`src/rtl/fetch_pkg.sv`:
```
// Shared definitions for the instruction fetch stage: FSM encoding, IF/ID
// payload layout and default reset/NOP constants.
package fetch_pkg;

  localparam int unsigned XLEN = 32;

  localparam logic [XLEN-1:0] RESET_VECTOR_DEF = 32'h0000_0000;
  localparam logic [XLEN-1:0] NOP_WORD_DEF     = 32'h0000_0000;

  typedef enum logic [1:0] {
    ST_IDLE  = 2'd0,
    ST_REQ   = 2'd1,
    ST_HOLD  = 2'd2,
    ST_DRAIN = 2'd3
  } fetch_state_e;

  // Instruction word plus its address as handed across the IF/ID boundary
  typedef struct packed {
    logic [XLEN-1:0] instr;
    logic [XLEN-1:0] pc;
    logic            valid;
  } ifid_t;

  // Fetch addresses are word aligned; low two bits of any target are dropped
  function automatic logic [XLEN-1:0] align_word(input logic [XLEN-1:0] addr);
    return {addr[XLEN-1:2], 2'b00};
  endfunction

endpackage

```
`src/rtl/next_pc_select.sv`:
```
// Next-PC priority mux: branch target > jump target > PC+4 (32-bit wrap).
// Ports:
//   pc            current fetch address
//   branch_taken  branch resolved taken, target in branch_target
//   jump          jump resolved, target in jump_target
//   redirect_c    either redirect source active
//   target_c      aligned redirect target (branch wins over jump)
//   next_pc_c     target_c on redirect, otherwise pc + 4
module next_pc_select
  import fetch_pkg::*;
(
  input  logic [XLEN-1:0] pc,
  input  logic            branch_taken,
  input  logic [XLEN-1:0] branch_target,
  input  logic            jump,
  input  logic [XLEN-1:0] jump_target,
  output logic            redirect_c,
  output logic [XLEN-1:0] target_c,
  output logic [XLEN-1:0] next_pc_c
);

  always_comb begin
    redirect_c = branch_taken | jump;
    target_c   = align_word(branch_taken ? branch_target : jump_target);
    next_pc_c  = redirect_c ? target_c : pc + XLEN'(4);
  end

endmodule

```
`src/rtl/fetch_sequencer.sv`:
```
// Instruction fetch sequencer: owns the PC, runs the request/ready handshake
// with a variable-latency instruction memory and fills the IF/ID register.
// Ports:
//   Clk, Reset (async, active-low)
//   Stall, BranchTaken/BranchTarget, Jump/JumpTarget   hazard/redirect inputs
//   MemReady, MemRdata                                memory response
//   MemReq, MemAddr                                   memory request
//   PC, Instruction, InstrPC, InstrValid              fetch state / IF/ID
//   FetchCount                                        delivered instructions
module fetch_sequencer
  import fetch_pkg::*;
#(
  parameter logic [XLEN-1:0] RESET_VECTOR = RESET_VECTOR_DEF,
  parameter logic [XLEN-1:0] NOP_WORD     = NOP_WORD_DEF,
  parameter int unsigned     COUNT_WIDTH  = 32
) (
  input  logic                   Clk,
  input  logic                   Reset,
  input  logic                   Stall,
  input  logic                   BranchTaken,
  input  logic [XLEN-1:0]        BranchTarget,
  input  logic                   Jump,
  input  logic [XLEN-1:0]        JumpTarget,
  input  logic                   MemReady,
  input  logic [XLEN-1:0]        MemRdata,
  output logic                   MemReq,
  output logic [XLEN-1:0]        MemAddr,
  output logic [XLEN-1:0]        PC,
  output logic [XLEN-1:0]        Instruction,
  output logic [XLEN-1:0]        InstrPC,
  output logic                   InstrValid,
  output logic [COUNT_WIDTH-1:0] FetchCount
);

  fetch_state_e           state_q, state_d;
  logic [XLEN-1:0]        pc_q, pc_d;
  ifid_t                  ifid_q, ifid_d;
  logic [COUNT_WIDTH-1:0] count_q, count_d;
  logic [XLEN-1:0]        hold_buf_q, hold_buf_d;
  logic [XLEN-1:0]        redir_pc_q, redir_pc_d;
  logic                   mem_req_q, mem_req_d;

  logic                   redirect_c;
  logic [XLEN-1:0]        target_c;
  logic [XLEN-1:0]        next_pc_c;

  next_pc_select u_next_pc (
    .pc            (pc_q),
    .branch_taken  (BranchTaken),
    .branch_target (BranchTarget),
    .jump          (Jump),
    .jump_target   (JumpTarget),
    .redirect_c    (redirect_c),
    .target_c      (target_c),
    .next_pc_c     (next_pc_c)
  );

  // State register and datapath flops
  always_ff @(posedge Clk or negedge Reset) begin
    if (!Reset) begin
      state_q    <= ST_IDLE;
      pc_q       <= RESET_VECTOR;
      ifid_q     <= '{instr: NOP_WORD, pc: '0, valid: 1'b0};
      count_q    <= '0;
      hold_buf_q <= '0;
      redir_pc_q <= '0;
      mem_req_q  <= 1'b0;
    end else begin
      state_q    <= state_d;
      pc_q       <= pc_d;
      ifid_q     <= ifid_d;
      count_q    <= count_d;
      hold_buf_q <= hold_buf_d;
      redir_pc_q <= redir_pc_d;
      mem_req_q  <= mem_req_d;
    end
  end

  // Next-state and datapath update
  always_comb begin
    state_d    = state_q;
    pc_d       = pc_q;
    ifid_d     = ifid_q;
    count_d    = count_q;
    hold_buf_d = hold_buf_q;
    redir_pc_d = redir_pc_q;

    case (state_q)
      ST_IDLE: state_d = ST_REQ;

      ST_REQ: begin
        if (MemReady) begin
          if (redirect_c) begin
            ifid_d.instr = NOP_WORD;
            ifid_d.valid = 1'b0;
            pc_d         = next_pc_c;
          end else if (!Stall) begin
            ifid_d  = '{instr: MemRdata, pc: pc_q, valid: 1'b1};
            pc_d    = next_pc_c;
            count_d = count_q + COUNT_WIDTH'(1);
          end else begin
            hold_buf_d = MemRdata;
            state_d    = ST_HOLD;
          end
        end else if (redirect_c) begin
          // Access still outstanding: remember where to go once it completes
          ifid_d.instr = NOP_WORD;
          ifid_d.valid = 1'b0;
          redir_pc_d   = target_c;
          state_d      = ST_DRAIN;
        end else if (!Stall) begin
          ifid_d.instr = NOP_WORD;
          ifid_d.valid = 1'b0;
        end
      end

      ST_HOLD: begin
        if (redirect_c) begin
          ifid_d.instr = NOP_WORD;
          ifid_d.valid = 1'b0;
          pc_d         = next_pc_c;
          state_d      = ST_REQ;
        end else if (!Stall) begin
          ifid_d  = '{instr: hold_buf_q, pc: pc_q, valid: 1'b1};
          pc_d    = next_pc_c;
          count_d = count_q + COUNT_WIDTH'(1);
          state_d = ST_REQ;
        end
      end

      ST_DRAIN: begin
        if (redirect_c) begin
          ifid_d.instr = NOP_WORD;
          ifid_d.valid = 1'b0;
          redir_pc_d   = target_c;
        end
        // Returned word belongs to the abandoned path and is dropped
        if (MemReady) begin
          pc_d    = redirect_c ? target_c : redir_pc_q;
          state_d = ST_REQ;
        end
      end

      default: state_d = ST_IDLE;
    endcase

    mem_req_d = (state_d == ST_REQ) || (state_d == ST_DRAIN);
  end

  assign MemReq      = mem_req_q;
  assign MemAddr     = pc_q;
  assign PC          = pc_q;
  assign Instruction = ifid_q.instr;
  assign InstrPC     = ifid_q.pc;
  assign InstrValid  = ifid_q.valid;
  assign FetchCount  = count_q;

endmodule

```
`config.mk`:
```
export PLATFORM = sky130hd
export DESIGN_NAME = fetch_sequencer
export DESIGN_NICKNAME = d
export VERILOG_FILES = /design/src/rtl/fetch_pkg.sv /design/src/rtl/next_pc_select.sv /design/src/rtl/fetch_sequencer.sv
export SDC_FILE = /design/constraint.sdc
export NUM_CORES = 1
export LEC_CHECK = 0
export BUFFER_PORTS_ARGS = -buffer_cell sky130_fd_sc_hd__buf_2
export CAP_MARGIN = 20
export CORE_ASPECT_RATIO = 1.5
export CORE_MARGIN = 3
export CORE_UTILIZATION = 50
export CTS_BUF_LIST = sky130_fd_sc_hd__clkbuf_4 sky130_fd_sc_hd__clkbuf_8
export CTS_CLUSTER_DIAMETER = 80
export DETAILED_ROUTE_END_ITERATION = 6
export PLACE_DENSITY = 0.76
export SETUP_SLACK_MARGIN = 0.4
export SLEW_MARGIN = 5
export SYNTH_ARGS = -nofsm -noshare
export SYNTH_HDL_FRONTEND = slang
export SYNTH_SLANG_ARGS = --single-unit
export TNS_END_PERCENT = 5
```
`constraint.sdc`:
```
create_clock -name Clk -period 5 [get_ports Clk]
set_input_delay 0 -clock Clk [delete_from_list [all_inputs] [get_ports Clk]]
set_output_delay 0 -clock Clk [all_outputs]
set_load 0.1 [all_outputs]
```
---- After elaboration in Yosys (flattened, before gate mapping) ----
Index checks and enable logic that the tools add are counted.
word-level totals
  bits of input ports ..................... 102
  word-level logic and storage cells ...... 81
  bits in registers ....................... 196
cells by class
  equal/unequal tests ..................... 15
  bitwise logic cells ..................... 2
  multiplexer cells ....................... 42
  add/sub/neg operators ................... 2
  reduce and logical (&&, ||, !) cells .... 11
operator list
  cell                                           number
  2-to-1 mux 32 bit                              20
  one-hot mux 32 bit (2 select lines)            3
  one-hot mux 32 bit (3 select lines)            2
  2-to-1 mux 65 bit                              2
  adder 32 x 1 -> 32 bit, second input constant  1
  adder 32 x 3 -> 32 bit, second input constant  1
  != test 2 bit, second input constant           8
  2-to-1 mux 2 bit                               7
  one-hot mux 2 bit (4 select lines)             1
  AND reduction 4 bit                            2
  == test 2 bit, second input constant           3
  2-to-1 mux 1 bit                               6
  != test 3 bit, second input constant           2
  AND reduction 6 bit                            1
  == test 2 x 1 -> 1 bit, second input constant  2
  AND reduction 2 bit                            2
  nonzero test 2 bit                             2
  one-hot mux 1 bit (3 select lines)             1
  AND reduction 3 bit                            1
  nonzero test 3 bit                             1
  logical NOT 2 bit                              1
  logical OR 1 bit                               1
  inverter 1 bit                                 1
  OR 1 bit                                       1

---- Logic depth before layout (Yosys ltp) ----
  word-level depth ........................ 6
  depth in mapped cells ................... 8

---- By module ----
Synthesis repeated with hierarchy kept, for this count alone.
second synthesis, totals
  cell total of the unflattened synthesis .. 1033
  area, all modules ....................... 10231.1 um^2
modules (own cells, without submodules)
  module           instances  sequential area each (um^2)  cells each  area each (um^2)
  fetch_sequencer  1          4879.7                       820         8852.2
  next_pc_select   1          0.0                          213         1378.8

---- Worst setup path after synthesis ----
Ideal clock, no wire load.
  kind .................................... register to register
  from .................................... reg count_q[4] (netlist: FetchCount[4])
  to ...................................... reg count_q[27] (netlist: FetchCount[27])
  path slack .............................. 2598 ps
  clock period less this slack ............ 2402 ps
  setup time .............................. 163 ps
  stages on the path, launching flop included .. 6
  required time ........................... 4837 ps
  arrival ................................. 2240 ps
  path through ............................ dfrtp_1 > nand3_1 > a2111oi_4 > nand4_4 > nor3_2 > xor2_1
on the way
  longest elaborated chain between the ends .. 5
RTL lines
  item                                   RTL line                                        RTL
  from (decl)                            fetch_sequencer.sv:38                           logic [COUNT_WIDTH-1:0] count_q, count_d;
  from (signal assigned)                 fetch_sequencer.sv:72                           count_q <= count_d;
  adder 32 x 1 -> 32 bit *               fetch_sequencer.sv:100, fetch_sequencer.sv:126
  2-to-1 mux 32 bit *                    fetch_sequencer.sv:97, fetch_sequencer.sv:123
  2-to-1 mux 32 bit *                    fetch_sequencer.sv:118                          if (redirect_c) begin
  2-to-1 mux 32 bit                      fetch_sequencer.sv:92                           if (MemReady) begin
  one-hot mux 32 bit (2 select lines) *  fetch_sequencer.sv:88                           case (state_q)
Every way passes the cells marked *; elsewhere a longest branch is shown, timed or not. The select of a mux whose other input is x is not followed.
A chain may end at the register's enable or synchronous reset.

---- Worst setup path after layout ----
  from .................................... reg state_q[1]
  to ...................................... reg redir_pc_q[29]
on the way
  longest elaborated chain between the ends .. 3
RTL lines
  item                                                           RTL line               RTL
  from (decl)                                                    fetch_sequencer.sv:35  fetch_state_e state_q, state_d;
  from (signal assigned)                                         fetch_sequencer.sv:69  state_q <= state_d;
  == test 2 x 1 -> 1 bit or == test 2 bit (tied branches)        fetch_sequencer.sv:88
  != test 2 bit (no line) or nonzero test 2 bit (tied branches)  --
  AND reduction 2 bit (no line)                                  --
  to (signal assigned)                                           fetch_sequencer.sv:74  redir_pc_q <= redir_pc_d;
  to (decl)                                                      fetch_sequencer.sv:40  logic [XLEN-1:0] redir_pc_q, redir_pc_d;
Several ways; a longest one is shown, not always the timed one.

==> key figures <==
Run status
  – Status: finished, final reports clean

Timing
  – FMAX: between 0.3 and 0.4 GHz
  – Slew margin rel.: 0.225
  – Post-Route Skew: approximately 17 ps
  – Min cycle time layout: ~2800 ps
  – Final worst-path cycle share: 0.556
  – Final Max Tran Viols: 0
  – Final setup violation count: 0
  – Final WS setup: 2220 ps
  – Least-Margin Pin Slew: 1160 ps
  – Fin Setup TNS: 0 ps
  – Final Hold Vio Count: 0
  – RSZ-0062 raised after global routing: false

Critical path
  – Crit-path cells: nand2b_1, nand2_1, a22oi_1, o21ai_0, dlygate4sd3_1
  – Worst R2R Start: state_q[1]
  – Nature of the critical path startpoint: flip-flop
  – Worst setup startpoint: state_q[1]
  – CP bufs+invs: 1
  – Family with the most delay on the worst path: simple AND/OR/NAND/NOR gates
  – R2R setup slack: 2220 ps
  – Critical Path RT: 5370 ps
  – Largest stage delay, worst path: 670 ps
  – Critical Path End Type: flip-flop
  – Crit Path Class: reg -> reg
  – Cell with the largest stage delay on the worst path: nand2_1
  – WP data arrival: 3150 ps
  – Critical path peak fanout: 30

GRT
  – Grt ovf: 0
  – Grt met1 use: 0.354
  – Vias in the first global route: approximately 9000
  – Initial antenna violation count: 2
  – Global-route wire length before repair: around 48000 um
  – Met3 global-route usage: 0.0622
  – Busiest grt layer: met2
  – Tot GR Track Use: 0.281
  – Largest net degree at the start of global routing: 71
  – Routing usage on met2: 0.457

Pwr
  – Reg power frac: 0.363
  – Clock power share: 0.184
  – Pleak: 5.97 nW
  – Int Pwr: approximately 2.9 mW
  – Power, Total: 5.89 mW
  – Cell Pwr Density: 468 nW/um2
  – Sw frac: 0.514
  – Peak supply drop: 0.000269 V
  – Sw Pwr: 3.03 mW
  – Logic pwr share: 0.453

Place
  – Placed wire-length estimate: ~19000 um
  – Routability cong.: 0.869
  – Dpl ws: 2250 ps
  – Cells after DPL: 1410
  – # port buffers: 259

Logic synthesis
  – Synth cell types: 64
  – Post-Syn Instances: ~1000
  – Main synth FF type: dfrtp_1
  – Number of synthesized flops with an enable pin: 0
  – Largest area contributor in the synthesized netlist: dfrtp_1
  – Ys async rst share: 1.00
  – Main area contributors after synthesis: dfrtp_1 (49%), buf_4 (5.1%), nand2_1 (4.8%)
  – Seq/Total Area, Yosys: 0.493
  – Syn_area_per_cell: about 10 um2
  – Syn Nets: 1121
  – Syn. warnings: 0
  – Mapped Area: 9960 um2
  – Area share of the largest cell type after synthesis: 0.493
  – Flops & latches, synth: 196

Floorplan
  – Die W: 121 um
  – Starting density of the core: 0.513
  – Die ar.: 21700 um2
  – Die Y: 179 um
  – Area of the core: 19400 um2
  – I/O pin cnt: 264
  – Row cnt: slightly above 60

Layout
  – # nets final: 1401
  – Finished Layout Cells: around 1600
  – Area of the multi-input gates: 4230 um2
  – Area grow syn2layout: 26.5%
  – Share of post-route cells with drive strength above 1: 0.276
  – Reg area: 4900 um2
  – Fillers: 1579

Clock tree
  – CTS Hold Bufs: 121
  – CTS tree: done
  – Reg clk slew, reported paths: 100 ps
  – Post-cts repair resize count: 0
  – Max Root-Sink Buffers: 2
  – TritonCTS Sinks: 196
  – Post-CTS Setup Inserts: 0
  – Num CTS Buffers: 17
  – CTS root buffer: clkbuf_8
  – H-Tree Level Count: 4
  – Worst-skew pair later-pin latency: roughly 480 ps

Route
  – Vias: 9230
  – Drt first pass iters: 7
  – Residual DRC: 0
  – Avg Vias per Cell: 5.89
  – Final wirelength: ~30000 um
  – Initial drt markers: 998
  – Final ANT Viol Nets: 0
  – Drt wl/cell: 19.6 um

Hold path
  – Worst min path class: in -> async

Run
  – Max-cap viol count: 0
-- stage by stage --
| stage | area, um2 | utilization | hold WS (ps) |
|---|---|---|---|
| floorplan | 9960 | - | -296 |
| global placement | 10900 | 0.563 | 7.82 |
| detailed placement | 10900 | 0.563 | 5.41 |
| CTS | 12500 | 0.647 | 20.9 |
| global route | 12600 | 0.649 | 60.4 |
| finish | 12600 | 0.649 | 34.0 |
-- routing by layer --
layer  wire length [um]  part of all wire
met5                  0                 0
met4               1430             0.047
met3               2500             0.081
met2              15100              0.49
met1              11700              0.38
-- sequential cells by signal, summed over array words and instances, names as in the netlist --
register / cells
FetchCount: 32
InstrPC: 32
InstrValid: 1
Instruction: 32
MemAddr: 32
MemReq: 1
hold_buf_q: 32
redir_pc_q: 32
state_q: 2
-- power by group through the flow --
stage	Clock, mW	Sequential (mW)	Combinational, mW
3_3_place_gp	0	2.13	2.51
6_report	1.08	2.13	2.67
5_1_grt	1.17	2.18	2.77
3_5_place_dp	0	2.15	2.53
4_1_cts	1.10	2.12	2.64
2_1_floorplan	0	2.90	1.46
-- kinds of logic after synthesis --
kind of cell / after synthesis / synth area share
compound gates: 295 / 0.205
xor+xnor: 31 / 0.0273
fa+ha+maj: 2 / 0.00251
buf+inv: 153 / 0.0853
flops: 196 / 0.493
mux: 32 / 0.0362
simple gates: 308 / 0.151
-- cells in the final DEF (no fill, tap or decap), types with 3 or more instances in the layout --
cell type	netlist	layout
inv_6	0	3
o31a_1	10	10
clkbuf_8	0	20
dlygate4sd3_1	0	121
o41a_1	3	3
nor3_1	5	5
nor3_2	4	4
and2_1	6	6
a2bb2oi_1	3	3
nand2_1	128	128
xor2_1	12	12
a21o_1	3	3
o22ai_1	5	5
mux2_2	32	32
nor2_1	59	58
a22oi_1	62	62
a21oi_1	60	59
o21ai_0	59	59
clkinv_2	0	3
and4_1	4	4
xnor2_1	19	19
a31oi_1	36	36
dfrtp_1	196	196
buf_4	67	14
nand3_1	30	30
buf_2	13	259
nand4_1	17	17
inv_1	17	17
a222oi_1	28	28
o22a_1	4	3
nor2b_1	30	29
a22o_1	3	3
and3_1	7	7
-- synth_stat cells (5+ instances only) --
cell,number
dfrtp_1,196
nand2_1,128
buf_4,67
a22oi_1,62
a21oi_1,60
nor2_1,59
o21ai_0,59
clkbuf_1,49
a31oi_1,36
mux2_2,32
nand3_1,30
nor2b_1,30
a222oi_1,28
xnor2_1,19
inv_1,17
nand4_1,17
buf_2,13
xor2_1,12
o31a_1,10
and3_1,7
and2_1,6
buf_1,6
nor3_1,5
o22ai_1,5
-- path summary, 6_finish.rpt --
path / cells past startpoint / endpoint
max: 5 / redir_pc_q[29]
min: 2 / Instruction[24]
max reg2reg: 5 / redir_pc_q[29]
min reg2reg: 1 / FetchCount[31]
max in group asynchronous: 3 / InstrPC[24]
min in group Clk: 4 / MemAddr[9]
-- area by class of cell --
cell class / count / area share
Clock buffer: 19 / 0.0208
Sequential cell: 196 / 0.390
Antenna cell: 2 / 0.000397
Clock inverter: 13 / 0.0117
Multi-Input combinational cell: 668 / 0.336
Timing Repair Buffer: 397 / 0.211
Tap cell: 256 / 0.0254
Inverter: 17 / 0.00507
(Power assumes the default switching activity.)
